$ cat src/rtl/i2c_arb_pkg.sv
// Shared types, widths and helpers for the I2C requester arbiter.
// Latency: n/a (package only).
// Backpressure: n/a (package only).
package i2c_arb_pkg;

  localparam int I2C_ADDR_W = 7;
  localparam int I2C_DATA_W = 8;

  typedef enum logic [1:0] {
    IDLE    = 2'd0,
    BUSY    = 2'd1,
    RELEASE = 2'd2
  } arb_state_t;

  // Round-robin successor: the index after cur, wrapping at n.
  function automatic int unsigned rr_next(input int unsigned cur, input int unsigned n);
    return (cur + 32'd1 >= n) ? 32'd0 : cur + 32'd1;
  endfunction

endpackage

$ cat src/rtl/i2c_rr_picker.sv
// Round-robin picker: first set request bit at or after rr_ptr, wrapping.
// Latency: combinational, zero cycles.
// Backpressure: none; the caller decides when the result is used.
// Ports: req (request vector), rr_ptr (highest-priority index),
//        any_req (some request set), winner (selected index).
module i2c_rr_picker #(
  parameter int NUM_REQ = 4,
  parameter int ID_W    = $clog2(NUM_REQ)
) (
  input  logic [NUM_REQ-1:0] req,
  input  logic [ID_W-1:0]    rr_ptr,
  output logic               any_req,
  output logic [ID_W-1:0]    winner
);

  logic [NUM_REQ-1:0] rot;
  int                 off;
  int                 sum;

  always_comb begin
    // Rotate so that bit 0 of rot is the requester at rr_ptr; the lowest
    // set bit of rot is then the distance from rr_ptr to the winner.
    rot = NUM_REQ'({req, req} >> rr_ptr);
    off = 0;
    for (int k = NUM_REQ - 1; k >= 0; k--) begin
      if (rot[k]) off = k;
    end
    sum = off + int'(rr_ptr);
    if (sum >= NUM_REQ) sum = sum - NUM_REQ;
    winner  = ID_W'(sum);
    any_req = |req;
  end

endmodule

$ cat src/rtl/i2c_req_arbiter.sv
// Shares one I2C master among NUM_REQ requesters with round-robin arbitration.
// Latency: request sampled in IDLE -> m_en and req_ready one cycle later; m_done -> rsp_valid one cycle later.
// Backpressure: requesters hold req_valid until their req_ready pulse; one transaction outstanding at a time.
// Ports: clk/reset_n; req_valid/req_wr_rdn/req_addr/req_wdata (per-requester
//        request, sliced per index); req_ready/rsp_valid (one-hot pulses),
//        rsp_rdata/rsp_err; m_en/m_wr_rdn/m_addr/m_wdata to the master,
//        m_rdata/m_done from the master; busy and grant_id status.
module i2c_req_arbiter
  import i2c_arb_pkg::*;
#(
  parameter int NUM_REQ        = 4,
  parameter int TIMEOUT_CYCLES = 4096,
  parameter int ID_W           = $clog2(NUM_REQ)
) (
  input  logic                             clk,
  input  logic                             reset_n,
  input  logic [NUM_REQ-1:0]               req_valid,
  input  logic [NUM_REQ-1:0]               req_wr_rdn,
  input  logic [I2C_ADDR_W*NUM_REQ-1:0]    req_addr,
  input  logic [I2C_DATA_W*NUM_REQ-1:0]    req_wdata,
  output logic [NUM_REQ-1:0]               req_ready,
  output logic [NUM_REQ-1:0]               rsp_valid,
  output logic [I2C_DATA_W-1:0]            rsp_rdata,
  output logic                             rsp_err,
  output logic                             m_en,
  output logic                             m_wr_rdn,
  output logic [I2C_ADDR_W-1:0]            m_addr,
  output logic [I2C_DATA_W-1:0]            m_wdata,
  input  logic [I2C_DATA_W-1:0]            m_rdata,
  input  logic                             m_done,
  output logic                             busy,
  output logic [ID_W-1:0]                  grant_id
);

  localparam int               TMR_W    = $clog2(TIMEOUT_CYCLES) + 1;
  localparam logic [TMR_W-1:0] TMR_LAST = TMR_W'(TIMEOUT_CYCLES - 1);
  localparam logic [TMR_W-1:0] TMR_SAT  = '1;

  arb_state_t       state, state_nxt;
  logic [ID_W-1:0]  rr_ptr, rr_ptr_nxt;
  logic [TMR_W-1:0] timer, timer_nxt, timer_inc;

  logic [NUM_REQ-1:0]    req_ready_nxt, rsp_valid_nxt;
  logic [I2C_DATA_W-1:0] rsp_rdata_nxt, m_wdata_nxt;
  logic [I2C_ADDR_W-1:0] m_addr_nxt;
  logic                  rsp_err_nxt, m_en_nxt, m_wr_rdn_nxt, busy_nxt;
  logic [ID_W-1:0]       grant_nxt;

  logic            any_req;
  logic [ID_W-1:0] winner;

  i2c_rr_picker #(
    .NUM_REQ (NUM_REQ),
    .ID_W    (ID_W)
  ) u_picker (
    .req     (req_valid),
    .rr_ptr  (rr_ptr),
    .any_req (any_req),
    .winner  (winner)
  );

  // Saturating increment: the timer never wraps back to zero.
  assign timer_inc = (timer == TMR_SAT) ? timer : timer + 1'b1;

  always_comb begin
    state_nxt     = state;
    rr_ptr_nxt    = rr_ptr;
    timer_nxt     = timer;
    grant_nxt     = grant_id;
    req_ready_nxt = '0;
    rsp_valid_nxt = '0;
    rsp_rdata_nxt = '0;
    rsp_err_nxt   = 1'b0;
    m_en_nxt      = m_en;
    m_wr_rdn_nxt  = m_wr_rdn;
    m_addr_nxt    = m_addr;
    m_wdata_nxt   = m_wdata;

    case (state)
      IDLE: begin
        // Requests are only looked at here; m_done in IDLE is ignored.
        if (any_req) begin
          grant_nxt             = winner;
          m_wr_rdn_nxt          = req_wr_rdn[winner];
          m_addr_nxt            = req_addr[int'(winner)*I2C_ADDR_W +: I2C_ADDR_W];
          m_wdata_nxt           = req_wdata[int'(winner)*I2C_DATA_W +: I2C_DATA_W];
          req_ready_nxt[winner] = 1'b1;
          m_en_nxt              = 1'b1;
          timer_nxt             = '0;
          state_nxt             = BUSY;
        end
      end

      BUSY: begin
        // Done is tested first so it wins over a coincident timeout.
        if (m_done) begin
          rsp_valid_nxt[grant_id] = 1'b1;
          rsp_rdata_nxt           = m_wr_rdn ? '0 : m_rdata;
          m_en_nxt                = 1'b0;
          timer_nxt               = '0;
          state_nxt               = RELEASE;
        end else if (timer == TMR_LAST) begin
          rsp_valid_nxt[grant_id] = 1'b1;
          rsp_err_nxt             = 1'b1;
          m_en_nxt                = 1'b0;
          timer_nxt               = '0;
          state_nxt               = RELEASE;
        end else begin
          timer_nxt = timer_inc;
        end
      end

      RELEASE: begin
        // Wait for a level-style done to drop before re-arbitrating.
        m_en_nxt = 1'b0;
        if (!m_done || timer == TMR_LAST) begin
          rr_ptr_nxt = ID_W'(rr_next(32'(grant_id), NUM_REQ));
          timer_nxt  = '0;
          state_nxt  = IDLE;
        end else begin
          timer_nxt = timer_inc;
        end
      end

      default: begin
        m_en_nxt  = 1'b0;
        timer_nxt = '0;
        state_nxt = IDLE;
      end
    endcase

    busy_nxt = (state_nxt != IDLE);
  end

  always_ff @(posedge clk) begin
    if (!reset_n) begin
      state     <= IDLE;
      rr_ptr    <= '0;
      timer     <= '0;
      grant_id  <= '0;
      req_ready <= '0;
      rsp_valid <= '0;
      rsp_rdata <= '0;
      rsp_err   <= 1'b0;
      m_en      <= 1'b0;
      m_wr_rdn  <= 1'b0;
      m_addr    <= '0;
      m_wdata   <= '0;
      busy      <= 1'b0;
    end else begin
      state     <= state_nxt;
      rr_ptr    <= rr_ptr_nxt;
      timer     <= timer_nxt;
      grant_id  <= grant_nxt;
      req_ready <= req_ready_nxt;
      rsp_valid <= rsp_valid_nxt;
      rsp_rdata <= rsp_rdata_nxt;
      rsp_err   <= rsp_err_nxt;
      m_en      <= m_en_nxt;
      m_wr_rdn  <= m_wr_rdn_nxt;
      m_addr    <= m_addr_nxt;
      m_wdata   <= m_wdata_nxt;
      busy      <= busy_nxt;
    end
  end

endmodule
$ cat config.mk
export PLATFORM = sky130hd
export DESIGN_NAME = i2c_req_arbiter
export DESIGN_NICKNAME = d
export VERILOG_FILES = /design/src/rtl/i2c_arb_pkg.sv /design/src/rtl/i2c_rr_picker.sv /design/src/rtl/i2c_req_arbiter.sv
export SDC_FILE = /design/constraint.sdc
export NUM_CORES = 1
export LEC_CHECK = 0
export CAP_MARGIN = 10
export CORE_MARGIN = 1
export CORE_UTILIZATION = 54
export CTS_CLUSTER_SIZE = 8
export DETAILED_ROUTE_END_ITERATION = 7
export DONT_BUFFER_PORTS = 1
export PLACE_DENSITY_LB_ADDON = 0.2
export SLEW_MARGIN = 20
export SYNTH_ARGS = -nofsm -noshare
export SYNTH_HDL_FRONTEND = slang
export SYNTH_SLANG_ARGS = --single-unit
$ cat constraint.sdc
create_clock -name clk -period 4.2 [get_ports clk]
set_input_delay 1.05 -clock clk [delete_from_list [all_inputs] [get_ports clk]]
set_output_delay 1.05 -clock clk [all_outputs]
set_load 0.01 [all_outputs]
# Word level (Yosys, flattened, before mapping)
# Cells that the tools add are included.
# word_totals
reg_bits	54
inputBits	79
out_inout_bits	37
wordCells	80
# op_classes
n_addsub	4
mul	1
n_lt_le_gt_ge	6
eq_ne	6
shifts	3
n_mux	30
bitwise_logic	3
n_reduce_logical	14
# op_table
operator	count
$mux 13	5
$pmux 13 s3	1
$shiftx 32x6->8	1
$shiftx 28x6->7	1
$mux 2	10
$add 13x1->13 const B	1
$eq 13x12->1 const B	1
$eq 13x13->1 const B	1
$mux 4	2
$reduce_and 2->1	4
$reduce_or 4->1	2
$shr 8x2->4	1
$mux 1	7
$ge 3x3->1 const B	2
$lt 2x3->1 const B	2
$pmux 2 s3	1
$mul 2x3->5 const B	1
$demux 1 s2	2
$ge 2x1->1 const B	2
$add 2x1->3 const B	1
$add 2x2->3	1
$ne 3x3->1 const B	1
$not 1->1	3
$reduce_and 3->1	1
12 further kinds	13

# Longest topological paths before layout
# depth
depth_word	12
mapped_depth	12
mapped_depth_nobuf	9

# Cells and area by module
# From an unflattened synthesis, not the netlist that was laid out.
# unflattened
hier_cells	308
hier_area_um2	2887.8
# modules_own_cells
module	instances	cells_each	area_each_um2	seq_area_each_um2
i2c_req_arbiter	1	281	2708.8	1081.0
i2c_rr_picker	1	27	178.9	0.0

# Least setup slack after synthesis
# Ideal clock, no wire load.
# synth_path
path_kind	input port to flip-flop
start	input port req_valid[2]
end	register m_addr[0]
setup_time_ns	0.060
arrival_ns	3.208
required_time_ns	4.140
slack_ns	0.931
path_stages	9
path_buffers	3
path_cell_list	buf_2 > or4_1 > o2111ai_1 > ha_1 > buf_2 > clkbuf_1 > mux2i_1 > a221oi_1 > o221a_1
# synth_lines
item	line_no	source
start: declaration	i2c_req_arbiter.sv:17	input logic [NUM_REQ-1:0] req_valid,
end signal: assignment	i2c_req_arbiter.sv:161	m_addr <= m_addr_nxt;
end: declaration	i2c_req_arbiter.sv:27	output logic [I2C_ADDR_W-1:0] m_addr,

==> results.md <==
* Final Wtd Congestion at 0.7945
* GRT met2 Usage at 0.3477
* Top Usage Layer GRT: met2
* WL/cell at 16.62 µm
* DP Area at 3004 µm²
* Finished Core Util at 0.5922
* Die span in y at 76.65 µm
* Hold Crit Class: flop to flop
* Fin. max-slew vios at 0
* Count of antenna-violating nets left after detailed routing at 0
* Main synth FF type: dfxtp_1
* FP Rows at 26
* Fin crit period at 3.152 ns
* TritonCTS Buffers at 5
* Synth Instances at 321
* Synth top area share at 0.3593
* Port-buffer cells at 0
* Share of cells above drive strength 1 at 0.07120
* RSZ-0062 raised after global routing: false
* Ys Warns at 0
* Core ar. at 5238 µm²
* Dpl hpwl at 4421 µm
* Crit Path Max Fanout at 29
* Root Buffer: clkbuf_8
* Worst path bufs/invs at 2
* Post CTS Setup Buffer Count at 0
* Power per cell area at 380.0 nW/µm²
* Via count at 2404
* Detailed-route DRC error count at 0
* # fillers at 468
* Outcome: finished, final reports clean
* CP Launch Point: req_valid[3]
* Iteration-0 DRC Markers at 115
* Achievable frequency at 0.3173 GHz
* CTS tree: yes
* Pleak at 1.149 nW
* Worst skew pair latency at 0.31 ns
* Max-cap violation count at 0
* Setup violators final at 0
* Synthesized net count at 411
* Setup Crit Path Kind: input port to flop
* Die area at 5875 µm²
* Initial antenna violation count at 0
* Worst IR Drop VDD at 0.2000 mV
* Worst slack, placed at 0.7089 ns
* CP max stage cell: ha_2
* Worst Tran Pin Value at 0.7906 ns
* Number of global-route vias before repair at 2186
* Longest Clk Path Bufs at 2
* Post-synth ARST share at 0
* Worst rel slew slack at 0.4729
* CP endpoint kind: flop
* IO Count at 116
* Finished Cell Area at 3102 µm²
* DIE WIDTH at 76.65 µm
* All-Layer GR Usage at 0.2123
* CP startpoint kind: input port
* Cell taking the most area after synthesis: dfxtp_1
* Ant. Diodes at 0
* Final setup margin at 1.048 ns
* Finished Layout Cells at 379
* Final setup TNS at 0 ns
* Clock transition at path regs at 0.10 ns
* Clock tree sinks at 54
* Syn_area_per_cell at 9.374 µm²
* Final hold vios at 0
* Crit-path cells: inv_1 -> and3_1 -> o21ai_0 -> o2111ai_1 -> ha_2 -> buf_4 -> mux2i_1 -> a221oi_1 -> o221a_1
* GR Util met1 at 0.2680
* # hold bufs at CTS at 0
* Area delta synth->final at 3.077%
* Crit path required time at 4.41 ns
* Htree depth at 2
* Hold_sp: timer[12]
* Largest net degree at the start of global routing at 33
* Largest stage delay on the critical path at 0.87 ns
* Final net count at 398
* Seq cells post-synth at 54
* Grt met3 use at 0.04881
* Yosys cell types at 45
* Initial Utilization at 0.5745
* GRT overflow at 0
* Skew final at 0.005785 ns
* Global-route wire length before repair at 10240 µm
* Mapped Area at 3009 µm²
* Dpl cells at 371
* Routed wire length at 6299 µm
* Vias per cell at 6.343
* CP delay by family, top: adder cells
* DRT Pass-1 Iters at 4
* EDFF count, synth at 0
* Resize count post-CTS at 0
* Reg-to-reg startpoint: rr_ptr[0]
* Register area share after synthesis at 0.3593
* Synth top area cells: dfxtp_1 36%, mux2i_1 11%, a221oi_1 9.3%, o221a_1 6.0%, ha_1 4.6%
* CP arrival at 3.37 ns
* Final critical-path share of the clock period at 0.7504
## where the power goes
part | leakage [nW] | internal, mW | switching [mW]
Sequential | 0.441 | 0.558 | 0.0561
Clock | 0.0506 | 0.125 | 0.185
Combinational | 0.657 | 0.114 | 0.140
Total | 1.15 | 0.797 | 0.382
## cell families after synthesis
| family | share of synthesized area |
|---|---|
| buffers and inverters | 0.05821 |
| xor gates and xnor gates | 0.03202 |
| AOI/OAI and AO/OA | 0.2324 |
| DFF | 0.3593 |
| muxes | 0.1064 |
| and+or+nand+nor | 0.1659 |
| adders and majority gates | 0.04574 |
## per-layer routing
layer  up-vias  routed length, µm  share of wire
met5         -                  0              0
met4         0                114          0.018
met3        10                295          0.047
met2        66               3062           0.49
met1      1141               2826           0.45
li1       1187                  -              -
## final cells by class
class	count	area, µm²	share of cell area
Multi-Input combinational cell	233	1760	0.5676
Sequential cell	54	1081	0.3485
Inverter	8	30.03	0.009681
Tap cell	70	87.58	0.02824
Clock buffer	5	68.82	0.02219
Clock inverter	3	28.78	0.009278
Timing Repair Buffer	6	45.04	0.01452
## through the flow
stage | hold WS [ns] | power [mW]
after CTS | 0.4750 | 1.188
final | 0.4751 | 1.179
after floorplan | 0.4363 | 0.8494
after global placement | 0.4524 | 0.8739
after global routing | 0.4958 | 1.243
after detailed placement | 0.4558 | 0.8801
## cell usage in the layout (no fill, tap or decap), types with 2 or more instances in the layout
master     count
inv_1          8
o221a_1       16
and3_1         4
nor3_1         5
a221oi_1      32
nand2_1       18
o2111ai_1      2
dfxtp_1       54
xnor2_1        3
and2_1        15
nand3_1       10
mux2i_1       32
or4_1          2
nor2_1        26
buf_4          6
nand4_1        3
a21oi_1        6
xor2_1         8
o211ai_1       2
ha_1          10
clkbuf_8       5
o21ai_0        7
and4_1         2
nand2b_1       4
a21boi_0       3
o32ai_1        2
o21ai_1        2
## registers in the layout, summed over array words and instances (netlist names), 4 cells and up
name	count
rsp_valid	4
m_addr	7
rsp_rdata	8
req_ready	4
timer	13
m_wdata	8
## worst paths after layout
| kind | depth (start not counted) | slack [ns] | end |
|---|---|---|---|
| worst max-delay path | 9 | 1.05 | m_wdata[3] |
| worst min-delay path | 2 | 0.48 | timer[12] |
| worst max register to register | 8 | 1.29 | m_wdata[3] |
| worst min register to register | 2 | 0.48 | timer[12] |
## synth_stat cells, types with 3 or more instances
| cell | count |
|---|---|
| dfxtp_1 | 54 |
| a221oi_1 | 32 |
| mux2i_1 | 32 |
| nor2_1 | 27 |
| nand2_1 | 18 |
| o221a_1 | 16 |
| and2_1 | 15 |
| clkbuf_1 | 12 |
| ha_1 | 11 |
| nand3_1 | 10 |
| buf_2 | 8 |
| inv_1 | 8 |
| xor2_1 | 8 |
| o21ai_0 | 7 |
| a21oi_1 | 6 |
| buf_6 | 5 |
| nor3_1 | 5 |
| and3_1 | 4 |
| nand2b_1 | 4 |
| a21boi_0 | 3 |
| nand4_1 | 3 |
| xnor2_1 | 3 |
## worst reg2reg max path: stages (launching register included)
cell	delay (ns)
dfxtp_1	0.56
nor3_1	0.12
o21ai_0	0.18
o2111ai_1	0.14
ha_2	0.87
buf_4	0.30
mux2i_1	0.26
a221oi_1	0.13
o221a_1	0.26
(Power assumes the default switching activity.)
